File: config.mk
export PLATFORM = sky130hd
export DESIGN_NAME = inst_fetch
export DESIGN_NICKNAME = d
export VERILOG_FILES = /design/src/rtl/sg32_pkg.sv /design/src/rtl/inst_fifo.sv /design/src/rtl/inst_fetch.sv
export SDC_FILE = /design/constraint.sdc
export NUM_CORES = 1
export LEC_CHECK = 0
export ABC_AREA = 1
export CAP_MARGIN = 40
export CORE_MARGIN = 2
export CORE_UTILIZATION = 53
export DETAILED_ROUTE_END_ITERATION = 8
export PLACE_DENSITY = 0.92
export SYNTH_ARGS = -nofsm -noshare
export SYNTH_HDL_FRONTEND = slang
export SYNTH_SLANG_ARGS = --single-unit
File: constraint.sdc
create_clock -name clk -period 7.9 [get_ports clk]
set_input_delay 1.185 -clock clk [delete_from_list [all_inputs] [get_ports clk]]
set_output_delay 1.185 -clock clk [all_outputs]
set_load 0.02 [all_outputs]
File: src/rtl/sg32_pkg.sv
// rtl/sg32_pkg.sv - shared fetch-stage types and constants
package sg32_pkg;

  // Fetch request tracking: no request, request whose data is kept, request whose data is discarded
  typedef enum logic [1:0] {
    IDLE = 2'd0,
    WAIT = 2'd1,
    DROP = 2'd2
  } fetch_state_e;

  localparam int          INST_W       = 32;
  localparam int          PC_STEP_DEF  = 4;
  localparam logic [31:0] RESET_PC_DEF = 32'h0000_0000;

endpackage

File: src/rtl/inst_fifo.sv
// rtl/inst_fifo.sv - small synchronous FIFO holding {pc, inst} pairs
module inst_fifo #(
  parameter int DEPTH = 2,
  parameter int WIDTH = 64
) (
  input  logic                     clk,
  input  logic                     rst,
  input  logic                     push_i,
  input  logic                     pop_i,
  input  logic                     flush_i,
  input  logic [WIDTH-1:0]         wdata_i,
  output logic [WIDTH-1:0]         rdata_o,
  output logic [$clog2(DEPTH):0]   count_o,
  output logic                     full_o,
  output logic                     empty_o
);

  localparam int AW = $clog2(DEPTH);

  logic [WIDTH-1:0] mem_q [DEPTH];
  logic [AW-1:0]    rd_ptr_q;
  logic [AW-1:0]    wr_ptr_q;
  logic [AW:0]      count_q;
  logic             do_push;
  logic             do_pop;

  assign empty_o = (count_q == '0);
  assign full_o  = (count_q == (AW+1)'(DEPTH));
  assign count_o = count_q;
  assign rdata_o = mem_q[rd_ptr_q];

  // A pop frees its slot in the same cycle, so push-while-full is accepted alongside a pop
  assign do_pop  = pop_i && !empty_o;
  assign do_push = push_i && (!full_o || do_pop);

  // Storage, pointers and occupancy; flush discards everything including a same-cycle pop
  always_ff @(posedge clk or posedge rst) begin
    if (rst) begin
      for (int i = 0; i < DEPTH; i++) begin
        mem_q[i] <= '0;
      end
      rd_ptr_q <= '0;
      wr_ptr_q <= '0;
      count_q  <= '0;
    end else if (flush_i) begin
      rd_ptr_q <= '0;
      wr_ptr_q <= '0;
      count_q  <= '0;
    end else begin
      if (do_push) begin
        mem_q[wr_ptr_q] <= wdata_i;
        wr_ptr_q        <= wr_ptr_q + 1'b1;
      end
      if (do_pop) begin
        rd_ptr_q <= rd_ptr_q + 1'b1;
      end
      case ({do_push, do_pop})
        2'b10:   count_q <= count_q + 1'b1;
        2'b01:   count_q <= count_q - 1'b1;
        default: count_q <= count_q;
      endcase
    end
  end

endmodule

File: src/rtl/inst_fetch.sv
// rtl/inst_fetch.sv - instruction fetch stage with single-outstanding memory reads
module inst_fetch
  import sg32_pkg::*;
#(
  parameter int              PC_W       = 32,
  parameter logic [PC_W-1:0] RESET_PC   = PC_W'(RESET_PC_DEF),
  parameter int              PC_STEP    = PC_STEP_DEF,
  parameter int              FIFO_DEPTH = 2
) (
  input  logic              clk,
  input  logic              rst,
  output logic              imem_req,
  output logic [PC_W-1:0]   imem_addr,
  input  logic              imem_ack,
  input  logic [INST_W-1:0] imem_rdata,
  input  logic              redirect_en,
  input  logic [PC_W-1:0]   redirect_pc,
  output logic              inst_valid,
  input  logic              inst_ready,
  output logic [INST_W-1:0] inst_out,
  output logic [PC_W-1:0]   inst_pc
);

  localparam int CNT_W = $clog2(FIFO_DEPTH) + 1;
  localparam int ENT_W = PC_W + INST_W;

  fetch_state_e     state_q;
  logic [PC_W-1:0]  pc_q;
  logic [PC_W-1:0]  addr_q;
  logic             req_q;

  logic [PC_W-1:0]  redirect_target_d;
  logic [PC_W-1:0]  pc_seq_d;
  logic             space_d;
  logic             fifo_push;
  logic             fifo_pop;
  logic             fifo_full;
  logic             fifo_empty;
  logic [CNT_W-1:0] fifo_count;
  logic [ENT_W-1:0] fifo_head;

  assign redirect_target_d = {redirect_pc[PC_W-1:2], 2'b00};
  assign pc_seq_d          = pc_q + PC_W'(PC_STEP);

  // Space is judged on current occupancy only: a same-cycle pop does not enable an issue
  assign space_d = (fifo_count < CNT_W'(FIFO_DEPTH));

  // Only kept responses are buffered; a response meeting a redirect is discarded
  assign fifo_push = (state_q == WAIT) && imem_ack && !redirect_en && (!fifo_full || fifo_pop);
  assign fifo_pop  = inst_valid && inst_ready;

  assign imem_req   = req_q;
  assign imem_addr  = addr_q;
  assign inst_valid = !fifo_empty;
  assign inst_pc    = fifo_head[ENT_W-1 -: PC_W];
  assign inst_out   = fifo_head[INST_W-1:0];

  inst_fifo #(
    .DEPTH (FIFO_DEPTH),
    .WIDTH (ENT_W)
  ) u_fifo (
    .clk     (clk),
    .rst     (rst),
    .push_i  (fifo_push),
    .pop_i   (fifo_pop),
    .flush_i (redirect_en),
    .wdata_i ({addr_q, imem_rdata}),
    .rdata_o (fifo_head),
    .count_o (fifo_count),
    .full_o  (fifo_full),
    .empty_o (fifo_empty)
  );

  // Request FSM with PC tracking; request and address are registered so they hold steady until ack
  always_ff @(posedge clk or posedge rst) begin
    if (rst) begin
      state_q <= IDLE;
      pc_q    <= RESET_PC;
      addr_q  <= RESET_PC;
      req_q   <= 1'b0;
    end else begin
      if (redirect_en) begin
        pc_q <= redirect_target_d;
      end else if (fifo_push) begin
        pc_q <= pc_seq_d;
      end
      case (state_q)
        IDLE: begin
          if (!redirect_en && space_d) begin
            state_q <= WAIT;
            req_q   <= 1'b1;
            addr_q  <= pc_q;
          end
        end
        WAIT: begin
          if (imem_ack) begin
            state_q <= IDLE;
            req_q   <= 1'b0;
          end else if (redirect_en) begin
            state_q <= DROP;
          end
        end
        DROP: begin
          if (imem_ack) begin
            state_q <= IDLE;
            req_q   <= 1'b0;
          end
        end
        default: begin
          state_q <= IDLE;
          req_q   <= 1'b0;
        end
      endcase
    end
  end

endmodule

# Word-level counts from Yosys, hierarchy flattened
# Index checks and enable logic that the tools add are counted.
# totals
wordCells	76
out_inout_bits	98
ff_bits	199
# op_classes
bitwise_logic	3
reduce_logical	24
add_sub_neg	5
magnitude_cmp	4
eq_ne	9
n_mux	22
# ops
op	n
2-to-1 mux 64 bit	4
bitwise mux 128 bit	1
demux 64 bit (select 1 bit)	1
2-to-1 mux 32 bit	2
adder 32 x 3 -> 32 bit, second input constant	1
2-to-1 mux 2 bit	5
logical AND 1 bit	8
equality test 2 bit, second input constant	3
2-to-1 mux 1 bit	6
one-hot mux 2 bit (3 select lines)	1
AND reduction 2 bit	3
nonzero test 2 bit	3
equality test 2 x 1 -> 1 bit, second input constant	2
greater-or-equal comparator 2 bit, second input constant	2
zero test 2 bit	2
!= test 2 bit, second input constant	2
inverter 1 -> 2 bit	2
one-hot mux 2 bit (2 select lines)	1
zero test 1 bit	3
!= test 3 bit, second input constant	1
AND reduction 3 bit	1
nonzero test 3 bit	1
adder 1 bit, second input constant	2
adder 2 x 1 -> 2 bit, second input constant	1
other kinds (8)	9

# Logic depth before layout (Yosys ltp)
# depth
ltp_word	9
mapped_depth	11

# Modules after synthesis
# A second synthesis with hierarchy kept.
# hier_totals
cells_unflattened	1207
hier_area_um2	9894.5
# modules_own_cells
module	area_per_inst_um2	cells_each	n_inst
inst_fifo	6331.1	721	1
inst_fetch	3563.4	486	1

# Worst setup path after synthesis
# Ideal clock, no wire load.
# synth_path
path_type	register to output
from	register u_fifo.rd_ptr_q
to	output port inst_out[10]
setup_slack_ns	5.571
path_buffers	2
t_required_ns	6.715
arrival_time_ns	1.144
path_stages_with_launch	6
cell_sequence	dfrtp_1 clkbuf_1 inv_2 clkbuf_1 nand2_1 nand2_1
# synth_via
elab_chain_cells	4
# synth_rtl
item	line	text
from (decl)	inst_fifo.sv:21	logic [AW-1:0] rd_ptr_q;
from (signal assigned)	inst_fifo.sv:55	rd_ptr_q <= rd_ptr_q + 1'b1;
inverter 1 -> 2 bit (not written as such)	inst_fifo.sv:30	assign rdata_o = mem_q[rd_ptr_q];
2-to-1 mux 64 bit (not written as such) (3 in a row)	inst_fifo.sv:30	
to (decl)	inst_fetch.sv:20	output logic [INST_W-1:0] inst_out,
# No other way between the ends. The select of a mux whose other input is x is not followed.

# Final worst setup path
# layout_path
from	register u_fifo.rd_ptr_q
to	output port inst_pc[20]
# layout_via
elab_chain_cells	4
# layout_rtl
item	line	text
inverter 1 -> 2 bit (not written as such)	inst_fifo.sv:30	
2-to-1 mux 64 bit (not written as such) (3 in a row)	inst_fifo.sv:30	
to (decl)	inst_fetch.sv:21	output logic [PC_W-1:0] inst_pc
# No other way between the ends. The select of a mux whose other input is x is not followed.

==> results.yml <==
worst_hold_path:
  hp-class: "reg2reg"
timing:
  maxSlewViolCount: 0
  post-route-min-period_ns: 3.93
  post-route-period-util_pct: 49.8
  clock_skew_ns: 0.00826
  tightest_slew_ns: 0.892
  rsz0062_at_grt: "false"
  setup_violations: 0
  final.setup.tns_ns: 0
  max_freq_ghz: 0.254
  slew_headroom_pct: 40.6
  final_hold_viol_count: 0
global_route:
  grt_pass1_vias: 7513
  grt_busiest_layer: "met2"
  met1_usage_pct: 34.0
  grt_overflow_total: 0
  use_met3_pct: 4.49
  grt_max_degree: 88
  use_met2_pct: 41.6
  grt_pass1_wl_um: 36400
  grt_usage_pct: 24.9
  antenna_found_initial: 0
synthesis:
  synthTopCellsByCount: "494 x nand2_1, 191 x dfrtp_1, 126 x inv_1"
  netlist_instances: 1180
  synth_seq_area_share_pct: 52.3
  async_flop_share_pct: 100
  synth_top_area_share_pct: 52.3
  syn_area_per_cell_sq_um: 7.74
  synth_ff_type: "dfrtp_1"
  synth_seq_cells: 191
  syn_area_sq_mm: 0.00914
  post-synth-top-count-cell: "nand2_1"
  yosys.area.top_type: "dfrtp_1"
  yosysWarningCount: 0
  synth_cell_types: 36
  synth.top_cells.by_area: "dfrtp_1 52%, nand2_1 20%, o21ai_1 6.1%"
  synth_edf_count: 0
clock_tree:
  cts_made_buffers: 17
  post_cts_resize_count: 0
  cts-root-buf: "clkbuf_16"
  cts_sinks: 191
  cts_max_level: 4
  insertion_delay_ns: 0.43
  path_clk_slew_ns: 0.07
  cts_max_path_buffers: 2
  ctsHoldBuffers: 0
  cts_setup_buffers: 0
  cts_tree: "built"
routing:
  routed_wl_um: 22000
  wl_per_cell_um: 14.2
  ant_nets: 0
  drcViolationCount: 0
  drt_iter0_drc: 552
  drtPass1Iterations: 5
  avgViaCountPerCell: 5.13
  num_vias: 7954
die:
  core_sq_mm: 0.0171
  fp.dieH_um: 135
  fp.dieW_um: 135
  die-area_sq_mm: 0.0183
  start_util_pct: 53.6
  rows: 48
  ios: 167
placement:
  gp_congestion: 0.893
  dp_hpwl_um: 15000
  portBuffers: 160
  place_area_sq_mm: 0.0108
finish:
  areaGrowthSynthToFinish_pct: 24.9
  layout.nets: 1386
  antenna_cells: 0
  drive_gt1_share_pct: 4.83
  postLayoutCellArea_sq_mm: 0.0114
worst_setup_path:
  critPathMaxFanout: 64
  cp.required_ns: 6.71
  crit_type: "reg2out"
  cp_cell_sequence: "buf_4 > inv_2 > buf_4 > nand2_1 > nand2_1 > clkdlybuf4s50_1"
  endpoint_kind: "primary output"
  cp.arrival_ns: 2.75
  crit_path_top_delay_cell: "clkdlybuf4s50_1"
  max_stage_delay_ns: 0.61
  start_kind: "flop"
pwr:
  total_leakage_power_nw: 5.61
  powerDensity_mw_per_mm2: 359
  peakVddDrop_mv: 0.181
run:
  maxCapViolCount: 0
run_status:
  status: "complete, no violations"
[layout by cell type (no fill, tap or decap), drive strengths merged]
cell type / n
nand2: 501
dfrtp: 191
o21ai: 186
clkdlybuf4s50: 160
inv: 129
nor2: 41
nand3: 37
clkbuf: 22
buf: 9
a21oi: 8
o211ai: 7
clkinv: 5
ha: 4
conb: 4
nand4: 3
xor2: 3
bufinv: 3
nor4: 2
nor3: 2
a31oi: 1
o22ai: 1
or2: 1
o221ai: 1
a22oi: 1
nand3b: 1
o21bai: 1
clkinvlp: 1
[worst paths after layout]
| path | start | end | slack [ns] | cells past startpoint |
|---|---|---|---|---|
| hold reg to reg | u_fifo.mem_q[127] | u_fifo.mem_q[127] | 0.48 | 2 |
| min in group asynchronous | rst | u_fifo.count_o[1] | 1.07 | 2 |
| setup / recovery | u_fifo.rd_ptr_q | inst_pc[20] | 3.97 | 6 |
| setup reg to reg | state_q[1] | u_fifo.mem_q[77] | 5.25 | 10 |
| max in group asynchronous | rst | u_fifo.mem_q[77] | 5.40 | 5 |
| hold / removal | u_fifo.mem_q[127] | u_fifo.mem_q[127] | 0.48 | 2 |
[cell families after synthesis]
logic type               after synthesis  share of synthesized area, %
AO/OA/AOI/OAI                        206                          11.8
other                                  1                        0.0411
AND/OR/NAND/NOR                      588                          25.8
XOR/XNOR                               3                         0.288
flip-flops                           191                          52.3
adder cells (fa/ha/maj)                4                         0.548
buffers and inverters                187                          9.18
[through the flow]
step	hold slack (ns)	setup slack, ns	cells	total power [mW]	util (%)
after floorplan	0.453	1.52	1183	2.53	-
after global placement	0.465	4.12	1516	3.14	62.9
after detailed placement	0.470	4.04	1519	3.23	63.4
after CTS	0.486	3.93	1550	4.11	66.9
after global routing	0.504	3.79	1550	4.35	66.9
final	0.483	3.97	1550	4.09	66.9
[cell type report]
| class | count | area [sq um] |
|---|---|---|
| Timing Repair Buffer | 169 | 1720 |
| Clock inverter | 9 | 134 |
| Multi-Input combinational cell | 805 | 3530 |
| Sequential cell | 191 | 4780 |
| Tap cell | 225 | 282 |
| Inverter | 129 | 494 |
| Clock buffer | 22 | 464 |
| Fill cell | 1349 | 5650 |
[routing by layer]
layer | wire (um) | part of all wire, %
met1 | 9400 | 43
met4 | 261 | 1.2
met2 | 11000 | 50
met5 | 0 | 0
met3 | 1350 | 6.2
[registers in the layout (all words and copies together) (netlist names)]
signal / count
imem_addr: 30
u_fifo.wr_ptr_q: 1
u_fifo.rd_ptr_q: 1
state_q: 2
imem_req: 1
pc_q: 30
u_fifo.mem_q: 124
u_fifo.count_o: 2
[power by group]
| group | internal, mW | switching (mW) | total [mW] |
|---|---|---|---|
| logic | 0.688 | 0.933 | 1.62 |
| clock network | 0.514 | 0.358 | 0.872 |
| registers | 1.35 | 0.253 | 1.60 |
| total | 2.55 | 1.54 | 4.09 |
[critical path: cells and delay by family, from the launching register on]
| kind | cells | cell delay [ns] |
|---|---|---|
| buffers and inverters | 4 | 1.64 |
| DFF | 1 | 0.40 |
| and+or+nand+nor | 2 | 0.25 |
No activity file was read; power rests on OpenSTA's default activity.
